--- src/rtl/load_store_unit.sv ---
// Single-outstanding load/store initiator; in-window byte/half stores become read-modify-write of the full word.
// respValid 1 (error), 2 (word/MMIO store), 3 (load) or 4 (RAM sub-word store) cycles after accept; reqReady only in IDLE.
module load_store_unit #(
    parameter logic [31:0] MEM_BASE  = 32'h8000_0000,
    parameter int unsigned MEM_BYTES = 4096
) (
    input  logic        clk,
    input  logic        rstN,
    input  logic        reqValid,
    output logic        reqReady,
    input  logic        reqStore,
    input  logic [2:0]  reqFunct3,
    input  logic [31:0] reqAddr,
    input  logic [31:0] reqData,
    output logic        respValid,
    output logic [31:0] respData,
    output logic        respError,
    output logic [31:0] memAddress,
    output logic        memWriteEnable,
    output logic [3:0]  memWriteByteSelect,
    output logic [31:0] memDataIn,
    input  logic [31:0] memDataOut
);

    localparam logic [2:0] IDLE     = 3'd0;
    localparam logic [2:0] RD_ISSUE = 3'd1;
    localparam logic [2:0] RD_WAIT  = 3'd2;
    localparam logic [2:0] WR       = 3'd3;
    localparam logic [2:0] RESP     = 3'd4;

    logic [2:0]  state, nextState;
    logic [31:0] addrQ;
    logic [15:0] dataQ;
    logic [2:0]  funct3Q;
    logic        storeQ;

    logic        accept, reqErr, reqInWindow, reqWord;
    logic [31:0] directWord, loadValue, mergedWord, rdWord;

    function automatic logic [31:0] extractLoad(input logic [31:0] word, input logic [2:0] f3,
                                                input logic [1:0] off);
        logic [7:0]  b;
        logic [15:0] h;
        b = word[{off, 3'b000} +: 8];
        h = off[1] ? word[31:16] : word[15:0];
        case (f3)
            3'b000:  extractLoad = {{24{b[7]}}, b};
            3'b001:  extractLoad = {{16{h[15]}}, h};
            3'b100:  extractLoad = {24'b0, b};
            3'b101:  extractLoad = {16'b0, h};
            default: extractLoad = word;
        endcase
    endfunction

    function automatic logic [31:0] mergeStore(input logic [31:0] word, input logic half,
                                               input logic [1:0] off, input logic [15:0] data);
        logic [31:0] merged;
        merged = word;
        if (half) merged[{off[1], 4'b0000} +: 16] = data;
        else      merged[{off, 3'b000} +: 8]      = data[7:0];
        return merged;
    endfunction

    assign accept             = reqValid && reqReady;
    assign memAddress         = {addrQ[31:2], 2'b00};
    assign memWriteByteSelect = {4{memWriteEnable}};
    assign rdWord             = memDataOut;
    assign loadValue          = extractLoad(rdWord, funct3Q, addrQ[1:0]);
    assign mergedWord         = mergeStore(rdWord, funct3Q[0], addrQ[1:0], dataQ);

    // Unsigned wrap of the subtraction makes addresses below the base fall outside the window.
    always_comb begin
        reqWord     = (reqFunct3 == 3'b010);
        reqInWindow = (reqAddr - MEM_BASE) < MEM_BYTES;
        case (reqFunct3)
            3'b000:  reqErr = 1'b0;
            3'b001:  reqErr = reqAddr[0];
            3'b010:  reqErr = (reqAddr[1:0] != 2'b00);
            3'b100:  reqErr = reqStore;
            3'b101:  reqErr = reqStore | reqAddr[0];
            default: reqErr = 1'b1;
        endcase
        if (reqWord)           directWord = reqData;
        else if (reqFunct3[0]) directWord = {16'b0, reqData[15:0]};
        else                   directWord = {24'b0, reqData[7:0]};
    end

    always_comb begin
        nextState = state;
        case (state)
            IDLE: begin
                if (accept) begin
                    if (reqErr)                       nextState = RESP;
                    else if (!reqStore)               nextState = RD_ISSUE;
                    else if (!reqWord && reqInWindow) nextState = RD_ISSUE;
                    else                              nextState = WR;
                end
            end
            RD_ISSUE: nextState = RD_WAIT;
            RD_WAIT:  nextState = storeQ ? WR : RESP;
            WR:       nextState = RESP;
            RESP:     nextState = IDLE;
            default:  nextState = IDLE;
        endcase
    end

    always_ff @(posedge clk or negedge rstN) begin
        if (!rstN) begin
            state          <= IDLE;
            reqReady       <= 1'b0;
            respValid      <= 1'b0;
            respError      <= 1'b0;
            respData       <= 32'b0;
            memWriteEnable <= 1'b0;
            memDataIn      <= 32'b0;
            addrQ          <= 32'b0;
            dataQ          <= 16'b0;
            funct3Q        <= 3'b0;
            storeQ         <= 1'b0;
        end else begin
            state          <= nextState;
            reqReady       <= (nextState == IDLE);
            memWriteEnable <= (nextState == WR);
            respValid      <= (nextState == RESP);
            respError      <= 1'b0;
            respData       <= 32'b0;
            if (accept) begin
                addrQ     <= reqAddr;
                dataQ     <= reqData[15:0];
                funct3Q   <= reqFunct3;
                storeQ    <= reqStore;
                respError <= reqErr;
                if (nextState == WR) memDataIn <= directWord;
            end
            if (state == RD_WAIT) begin
                if (storeQ) memDataIn <= mergedWord;
                else        respData  <= loadValue;
            end
        end
    end

endmodule

--- config.mk ---
export PLATFORM = sky130hd
export DESIGN_NAME = load_store_unit
export DESIGN_NICKNAME = d
export VERILOG_FILES = /design/src/rtl/load_store_unit.sv
export SDC_FILE = /design/constraint.sdc
export NUM_CORES = 1
export LEC_CHECK = 0
export BUFFER_PORTS_ARGS = -buffer_cell sky130_fd_sc_hd__buf_2
export CAP_MARGIN = 20
export CORE_MARGIN = 1.5
export CORE_UTILIZATION = 46
export CTS_CLUSTER_SIZE = 40
export DETAILED_ROUTE_END_ITERATION = 16
export PLACE_DENSITY = 0.77
export SLEW_MARGIN = 10
export SYNTH_ARGS = -nofsm -noshare
export SYNTH_HDL_FRONTEND = slang
export SYNTH_SLANG_ARGS = --single-unit
--- constraint.sdc ---
create_clock -name clk -period 2.05 [get_ports clk]
set_input_delay 0.41 -clock clk [delete_from_list [all_inputs] [get_ports clk]]
set_output_delay 0.41 -clock clk [all_outputs]
set_load 0.03 [all_outputs]
Word-level counts from Yosys, hierarchy flattened

Cells that the tools add are included.

Bits in registers: 123
Bits of input ports: 103
Output and inout port bits: 104
Word-level logic and storage cells: 62

Add/sub/neg operators: 3
$lt $le $gt $ge: 1
Equality and inequality tests: 12
Shifts and indexed selects: 5
Multiplexer cells: 21
Bitwise operators: 1
Reductions and logical operators: 8

Operators with widths:

| operator                                                                        | count |
|---|---|
| 32-bit two-way mux                                                              | 8 |
| 32-bit case mux with 4 select lines                                             | 1 |
| 32-bit bitwise mux                                                              | 2 |
| 32-bit by 13-bit less-than comparator with 1-bit output (second input constant) | 1 |
| 16-bit two-way mux                                                              | 2 |
| 16-bit by 7-bit variable shift with 32-bit output (first input constant)        | 1 |
| 8-bit by 7-bit variable shift with 32-bit output (first input constant)         | 1 |
| 16-bit by 7-bit variable part select with 32-bit output                         | 1 |
| 32-bit by 6-bit variable part select with 8-bit output                          | 1 |
| 8-bit by 7-bit variable part select with 32-bit output                          | 1 |
| 32-bit subtractor (second input constant)                                       | 1 |
| 3-bit == test (second input constant)                                           | 5 |
| 5-bit negator with 7-bit output                                                 | 2 |
| 3-bit by 2-bit == test with 1-bit output (second input constant)                | 4 |
| 3-bit logical NOT                                                               | 4 |
| 3-bit case mux with 4 select lines                                              | 1 |
| 3-bit by 1-bit == test with 1-bit output (second input constant)                | 3 |
| 3-bit two-way mux                                                               | 3 |
| 1-bit case mux with 5 select lines                                              | 1 |
| 2-bit two-way mux                                                               | 2 |
| 1-bit logical AND                                                               | 2 |
| 2-bit nonzero test                                                              | 1 |
| 1-bit logical NOT                                                               | 1 |
| 1-bit two-way mux                                                               | 1 |
| 1-bit bitwise OR                                                                | 1 |

Logic depth before layout (Yosys ltp)

Gate-level depths: netlist (run 1).

Depth in word-level cells: 13
Mapped depth: 9
Depth with buffers taken out: 7

Worst setup path after synthesis (run 1)

OpenSTA, ideal clock, no wires.

Kind: register -> register
Start point: register addrQ[1]
End point: register memDataIn[0]
Setup time: 65 ps
Data arrival time: 2207 ps
Required time: 1985 ps
Path slack: -222 ps
Stages on the path, launching flop included: 9
Buffers on the path: 2
Clock period less this slack: 2272 ps
Cell sequence: dfrtp_1 clkbuf_1 buf_2 inv_1 ha_1 nor4b_2 a221oi_1 a211oi_1 a211o_1

Word-level cells in the longest chain between the ends: 6

Ends and longest elaborated chain:

| element                                                                         | RTL line | source |
|---|---|---|
| start: declaration                                                              | 32       | `logic [31:0] addrQ;` |
| start signal: assignment                                                        | 128      | `addrQ <= reqAddr;` |
| 5-bit negator with 7-bit output (on tied branches)                              | 59, 60   |  |
| 16-bit by 7-bit variable part select with 32-bit output (tied with other cells) | 59       | `if (half) merged[{off[1], 4'b0000} +: 16] = data;` |
| 32-bit bitwise mux (on tied branches)                                           | 59, 60   |  |
| 32-bit two-way mux *                                                            | 59       |  |
| 32-bit two-way mux *                                                            | 136      | `if (storeQ) memDataIn <= mergedWord;` |
| 32-bit two-way mux *                                                            | 135      | `if (state == RD_WAIT) begin` |
| end signal: assignment                                                          | 133      | `if (nextState == WR) memDataIn <= directWord;` |
| end signal: assignment                                                          | 136      |  |
| end: declaration                                                                | 21       | `output logic [31:0] memDataIn,` |

Mark *: on every way between the ends. The rest lies on a longest branch, timed or not.
A chain may end at the register's enable or synchronous reset.

Worst setup path after layout (run 1)

Start point: register addrQ[0]
End point: register memDataIn[23]

Word-level cells in the longest chain between the ends: 6

Ends and longest elaborated chain:

| element                                                                                                                    | RTL line | source |
|---|---|---|
| 5-bit negator with 7-bit output *                                                                                          | 60       | `else merged[{off, 3'b000} +: 8] = data[7:0];` |
| 8-bit by 7-bit variable part select with 32-bit output or 8-bit by 7-bit variable shift with 32-bit output (tied branches) | 60       |  |
| 32-bit bitwise mux *                                                                                                       | 60       |  |
| 32-bit two-way mux *                                                                                                       | 59       |  |
| 32-bit two-way mux *                                                                                                       | 136      |  |
| 32-bit two-way mux *                                                                                                       | 135      |  |

Marks and branches as above.

==> results.yml, run 1 <==
timing:
  finClkSkew_ps: 9.20
  timing.final.crit_share_pct: 97.6
  rsz0062_at_grt: "yes"
  timing.hold.ws_ps: 182
  setup_violations: 0
  timing.fmax_ghz: 0.500
  slew_violations: 0
  fin_tns_setup_ps: 0
  relSlewSlack_pct: 66.5
  timing.final.crit_period_ps: 2000
  hold_viol_final: 0
  tightest_slew_ps: 502
yosys:
  yosysWarningCount: 0
  synth-main-ff-cell: "dfrtp_1"
  synth_cells: 641
  synth.area.top_cells: "dfrtp_1, nand2_1, a221oi_1"
  synth_cell_types: 44
  synth_seq_cells: 123
  syn_avg_cell_area_sq_um: 9.81
  ys_seq_area_share_pct: 48.9
  ys_top_cells_by_count: "nand2_1, dfrtp_1, a221oi_1, buf_4"
  synth_edf_count: 0
  synthDominantCellAreaShare_pct: 48.9
  syn_area_sq_um: 6290
  synth_area_leader_cell: "dfrtp_1"
  synth.most_common_cell: "nand2_1"
  async_flop_share_pct: 100
worst_setup_path:
  crit_required_ps: 2390
  cp_top_family: "compound AO/OA/AOI/OAI gates"
  cp.depth: 7
  ff2ff_path_depth: 7
  crit_buf_inv: 2
  startpoint_type: "flip-flop"
  critPathKind: "reg2reg"
  cp_cell_sequence: "inv_2, ha_2, nor4b_4, buf_4, a221oi_1, a211oi_1, a221o_1"
  crit_arrival_ps: 2340
  critPathMaxFanout: 7
  end_kind: "flip-flop"
  crit_slowest_cell: "ha_2"
  crit_path_max_incr_delay_ps: 390
placement:
  io_buffers: 204
  dpl.hpwl_um: 13400
  routabilityCongestion: 0.899
routing:
  vias: 5876
  drt_iter0_markers: 482
  wl_per_cell_um: 18.0
  wl_um: 18500
  drt_pass1_iterations: 5
  avgViaCountPerCell: 5.73
  postRouteAntennaNets: 0
  drc: 0
clocking:
  cts.sinks: 123
  tritoncts: "built"
  root_buffer: "clkbuf_16"
  cts_buffer_depth: 2
  cts.clk_slew.worst_paths_ps: 60
  htree_levels: 4
  clk_latency_ps: 410
  numCtsBuffers: 17
pwr:
  power_density_nw_per_um2: 1620
  ir_drop_v: 0.000845
  p_leak_nw: 4.35
finish:
  synthToLayoutAreaGrowth_pct: 30.4
  drive_gt1_share_pct: 36.7
  nets: 945
  n_antenna_cell: 0
global_route:
  grt_pass1_wl_um: 28800
  grt_pass1_vias: 5593
  grt_start_max_net_pins: 60
  grtUsageTotal_pct: 26.0
  antenna_found_initial: 0
  grt_overflow: 0
flow_run:
  drv_cap: 0
floorplan:
  die-area_sq_um: 14400
  fp.dieH_um: 120
  core_sq_um: 13300
  num_rows: 42
  fp.dieW_um: 120
  ios: 207
  initial_core_util_pct: 47.3
min_path:
  hold_depth: 3
  hold_class: "in2reg"
outcome:
  outcome: "finished, final reports clean"
-- through the flow --
step | area [sq um] | total power, W | utilization (%) | std cells | setup slack [ps]
floorplan | 6330 | 0.00866 | - | 642 | 2.54
global placement | 7560 | 0.0101 | 56.9 | 991 | -101
detailed placement | 7560 | 0.0103 | 56.9 | 991 | -96.1
CTS | 8160 | 0.0132 | 61.3 | 1025 | 5.48
global route | 8210 | 0.0141 | 61.7 | 1026 | -40.3
finish | 8210 | 0.0133 | 61.7 | 1026 | 49.9
-- registers in the layout, summed over array words and instances (netlist names), 3 cells and up --
register,count
memDataIn,32
state,3
dataQ,16
addrQ,32
respData,32
funct3Q,3
-- cell type report --
type	count	area (sq um)
multi-input combinational	423	2760
clock inverter	13	146
tap	176	220
inverter	17	66.3
clock buffer	19	433
timing repair buffer	255	1500
fill	1101	5090
sequential	123	3080
-- kinds of logic after synthesis --
| family | after synthesis | share of synthesized area (%) |
|---|---|---|
| adders and majority gates | 5 | 0.994 |
| AOI/OAI and AO/OA | 161 | 20.1 |
| DFF | 123 | 48.9 |
| other | 1 | 0.0596 |
| buffers and inverters | 96 | 8.39 |
| and+or+nand+nor | 221 | 16.1 |
| muxes | 34 | 5.43 |
-- report_power, final --
part	switching (W)	internal (W)
Clock	0.00111	0.00179
Combinational	0.00404	0.00227
Sequential	0.000757	0.00335
Total	0.00591	0.00741
-- layout by cell type, fill, tap and decap left out, drive strengths merged, types with 6 or more instances in the layout --
| master | count |
|---|---|
| a211o | 8 |
| a211oi | 33 |
| a21o | 10 |
| a21oi | 22 |
| a221o | 24 |
| a221oi | 40 |
| and3 | 17 |
| buf | 254 |
| clkbuf | 19 |
| clkinv | 9 |
| dfrtp | 123 |
| inv | 14 |
| mux2i | 33 |
| nand2 | 157 |
| nor2 | 15 |
| nor3 | 7 |
| nor4 | 6 |
| o21ai | 13 |
| o22ai | 7 |
-- final timing paths --
check	endpoint	from	slack, ps
worst min-delay path	addrQ[3]$_DFFE_PN0P_	reqAddr[3]	180
worst min register to register	addrQ[2]$_DFFE_PN0P_	addrQ[2]$_DFFE_PN0P_	470
worst max-delay path	memDataIn[23]$_DFF_PN0_	addrQ[0]$_DFFE_PN0P_	50
worst max register to register	memDataIn[23]$_DFF_PN0_	addrQ[0]$_DFFE_PN0P_	50
min in group asynchronous	memDataIn[14]$_DFF_PN0_	rstN	450
max in group asynchronous	addrQ[13]$_DFFE_PN0P_	rstN	1000
-- tightest hold or removal path, cell delays in order --
cell and delay (ps):
buf_2 70, nand2_1 40, nand2_1 40
-- routing by layer --
layer  GRT usage (%)  routed length (um)  vias to the layer above
li1                -                   -                     2677
met1            34.0                7540                     2829
met2            42.2                8890                      334
met3            6.75                1650                       36
met4            8.48                 421                        0
met5               0                   0                        -
-- repair_timing --
item                                    4_1_cts  5_1_grt
endpoints found under the setup margin        3       14
pin swaps                                     2        8
endpoints found under the hold margin        21        0
setup buffers                                 1        1
resized for setup                             0        8
hold buffers                                  1        0
No activity file was read; power rests on OpenSTA's default activity.
==> inputs of run 2 (changes only) <==
MAX_ROUTING_LAYER = met4   (was unset)
==> results.yml, run 2 (synthesis results as in run 1) <==
min_path:
  hold_class: "in2reg"
placement:
  routabilityCongestion: 0.915
  dpl.hpwl_um: 13400
  placed_cell_area_sq_um: 7560
  io_buffers: 204
  pre_cts_slack_ps: -96.1
clocking:
  tritoncts: "built"
  cts.sinks: 123
  numCtsBuffers: 17
  htree_levels: 4
  root_buffer: "clkbuf_16"
  clk_latency_ps: 410
  cts_buffer_depth: 2
  cts.clk_slew.worst_paths_ps: 60
finish:
  final_cell_mix: "buf_2, nand2_1, dfrtp_1"
  nets: 945
  n_fill_cell: 1101
  drive_gt1_share_pct: 36.8
  top_regs: "addrQ (32), memDataIn (32), respData (32)"
  final_common_cell: "buf_2"
  final_area_sq_um: 8210
  n_antenna_cell: 0
  synthToLayoutAreaGrowth_pct: 30.4
global_route:
  grt_start_max_net_pins: 60
  grt_overflow: 0
  antenna_found_initial: 0
  grt_pass1_vias: 5590
  grtUsageTotal_pct: 26.7
  grt_pass1_wl_um: 28800
floorplan:
  num_rows: 42
  core_sq_um: 13300
  initial_core_util_pct: 47.3
  fp.dieW_um: 120
  fp.dieH_um: 120
  die-area_sq_um: 14400
  ios: 207
worst_setup_path:
  end_kind: "flip-flop"
  startpoint_type: "flip-flop"
  crit_arrival_ps: 2330
  critPathMaxFanout: 7
  critPathKind: "reg2reg"
  crit_required_ps: 2400
routing:
  drt_pass1_iterations: 5
  avgViaCountPerCell: 5.77
  wl_per_cell_um: 18.1
  vias: 5916
  postRouteAntennaNets: 0
  wl_um: 18600
  drt_iter0_markers: 435
  drc: 0
timing:
  hold_viol_final: 0
  rsz0062_at_grt: "yes"
  tightest_slew_ps: 513
  relSlewSlack_pct: 65.8
  timing.final.crit_share_pct: 96.8
  slew_violations: 0
  timing.fmax_ghz: 0.504
  timing.final.crit_period_ps: 1990
  finClkSkew_ps: 8.16
  setup_violations: 0
  fin_tns_setup_ps: 0
  fin_ws_ps: 64.8
flow_run:
  drv_cap: 0
pwr:
  power_density_nw_per_um2: 1630
  p_leak_nw: 4.35
  ir_drop_v: 0.000849
outcome:
  outcome: "finished, final reports clean"
## run 2: changes by cell type in the layout (fill, tap and decap cells not counted)
cell	delta
clkinv_1	-1
inv_2	+1
## run 2: worst max-delay path: stages, from the launching register on
cell,delay (ps)
dfrtp_1,370
inv_2,80
ha_2,380
nor4b_4,330
buf_4,180
a221oi_1,70
a211oi_1,350
a221o_1,160
## run 2: report_power, final
group | internal [W] | leakage [nW] | total (W) | switching (W)
Combinational | 0.00227 | 2.50 | 0.00631 | 0.00404
Clock | 0.00179 | 0.266 | 0.00291 | 0.00112
Sequential | 0.00335 | 1.59 | 0.00411 | 0.000763
Total | 0.00741 | 4.35 | 0.0133 | 0.00593
## run 2: area by class of cell
type	count	area (sq um)	area share, %
flip-flops and latches	123	3080	37.5
inverters	17	66.3	0.808
repair buffers	255	1500	18.3
multi-input cells	423	2760	33.6
clock buffers	19	433	5.28
well taps	176	220	2.68
clock inverters	13	146	1.78
## run 2: through the flow
stage | total power, W | hold slack (ps) | utilization (%) | cells
final | 0.0133 | 182 | 61.7 | 1026
after global routing | 0.0141 | 182 | 61.7 | 1026
after CTS | 0.0132 | 172 | 61.3 | 1025
after detailed placement | 0.0103 | 343 | 56.9 | 991
after global placement | 0.0101 | 339 | 56.9 | 991
after floorplan | 0.00866 | 114 | - | 642
## run 2: final timing paths
kind | endpoint | start | depth (start not counted) | slack [ps]
min in group asynchronous | memDataIn[14]$_DFF_PN0_ | rstN | 2 | 450
worst max register to register | memDataIn[23]$_DFF_PN0_ | addrQ[0]$_DFFE_PN0P_ | 7 | 60
worst min-delay path | addrQ[3]$_DFFE_PN0P_ | reqAddr[3] | 3 | 180
max in group asynchronous | addrQ[13]$_DFFE_PN0P_ | rstN | 3 | 1000
worst max-delay path | memDataIn[23]$_DFF_PN0_ | addrQ[0]$_DFFE_PN0P_ | 7 | 60
worst min register to register | addrQ[2]$_DFFE_PN0P_ | addrQ[2]$_DFFE_PN0P_ | 2 | 470
## run 2: timing repair
action / in CTS / in global routing
hold endpoints to repair: 21 / 0
setup endpoints to repair: 3 / 14
resized for setup: 0 / 9
hold buffers: 1 / 0
pin swaps: 2 / 4
buffers inserted: 1 / 1
## run 2: routing by layer
metal  share of wire [%]  up-vias  wire length (um)  track usage [%]
li1                    -     2684                 -                -
met3                 8.4       29              1560             5.42
met1                  42     2859              7730             35.0
met2                  48      344              8930             42.1
met5                   0        -                 0                -
met4                 1.8        0               338             8.48
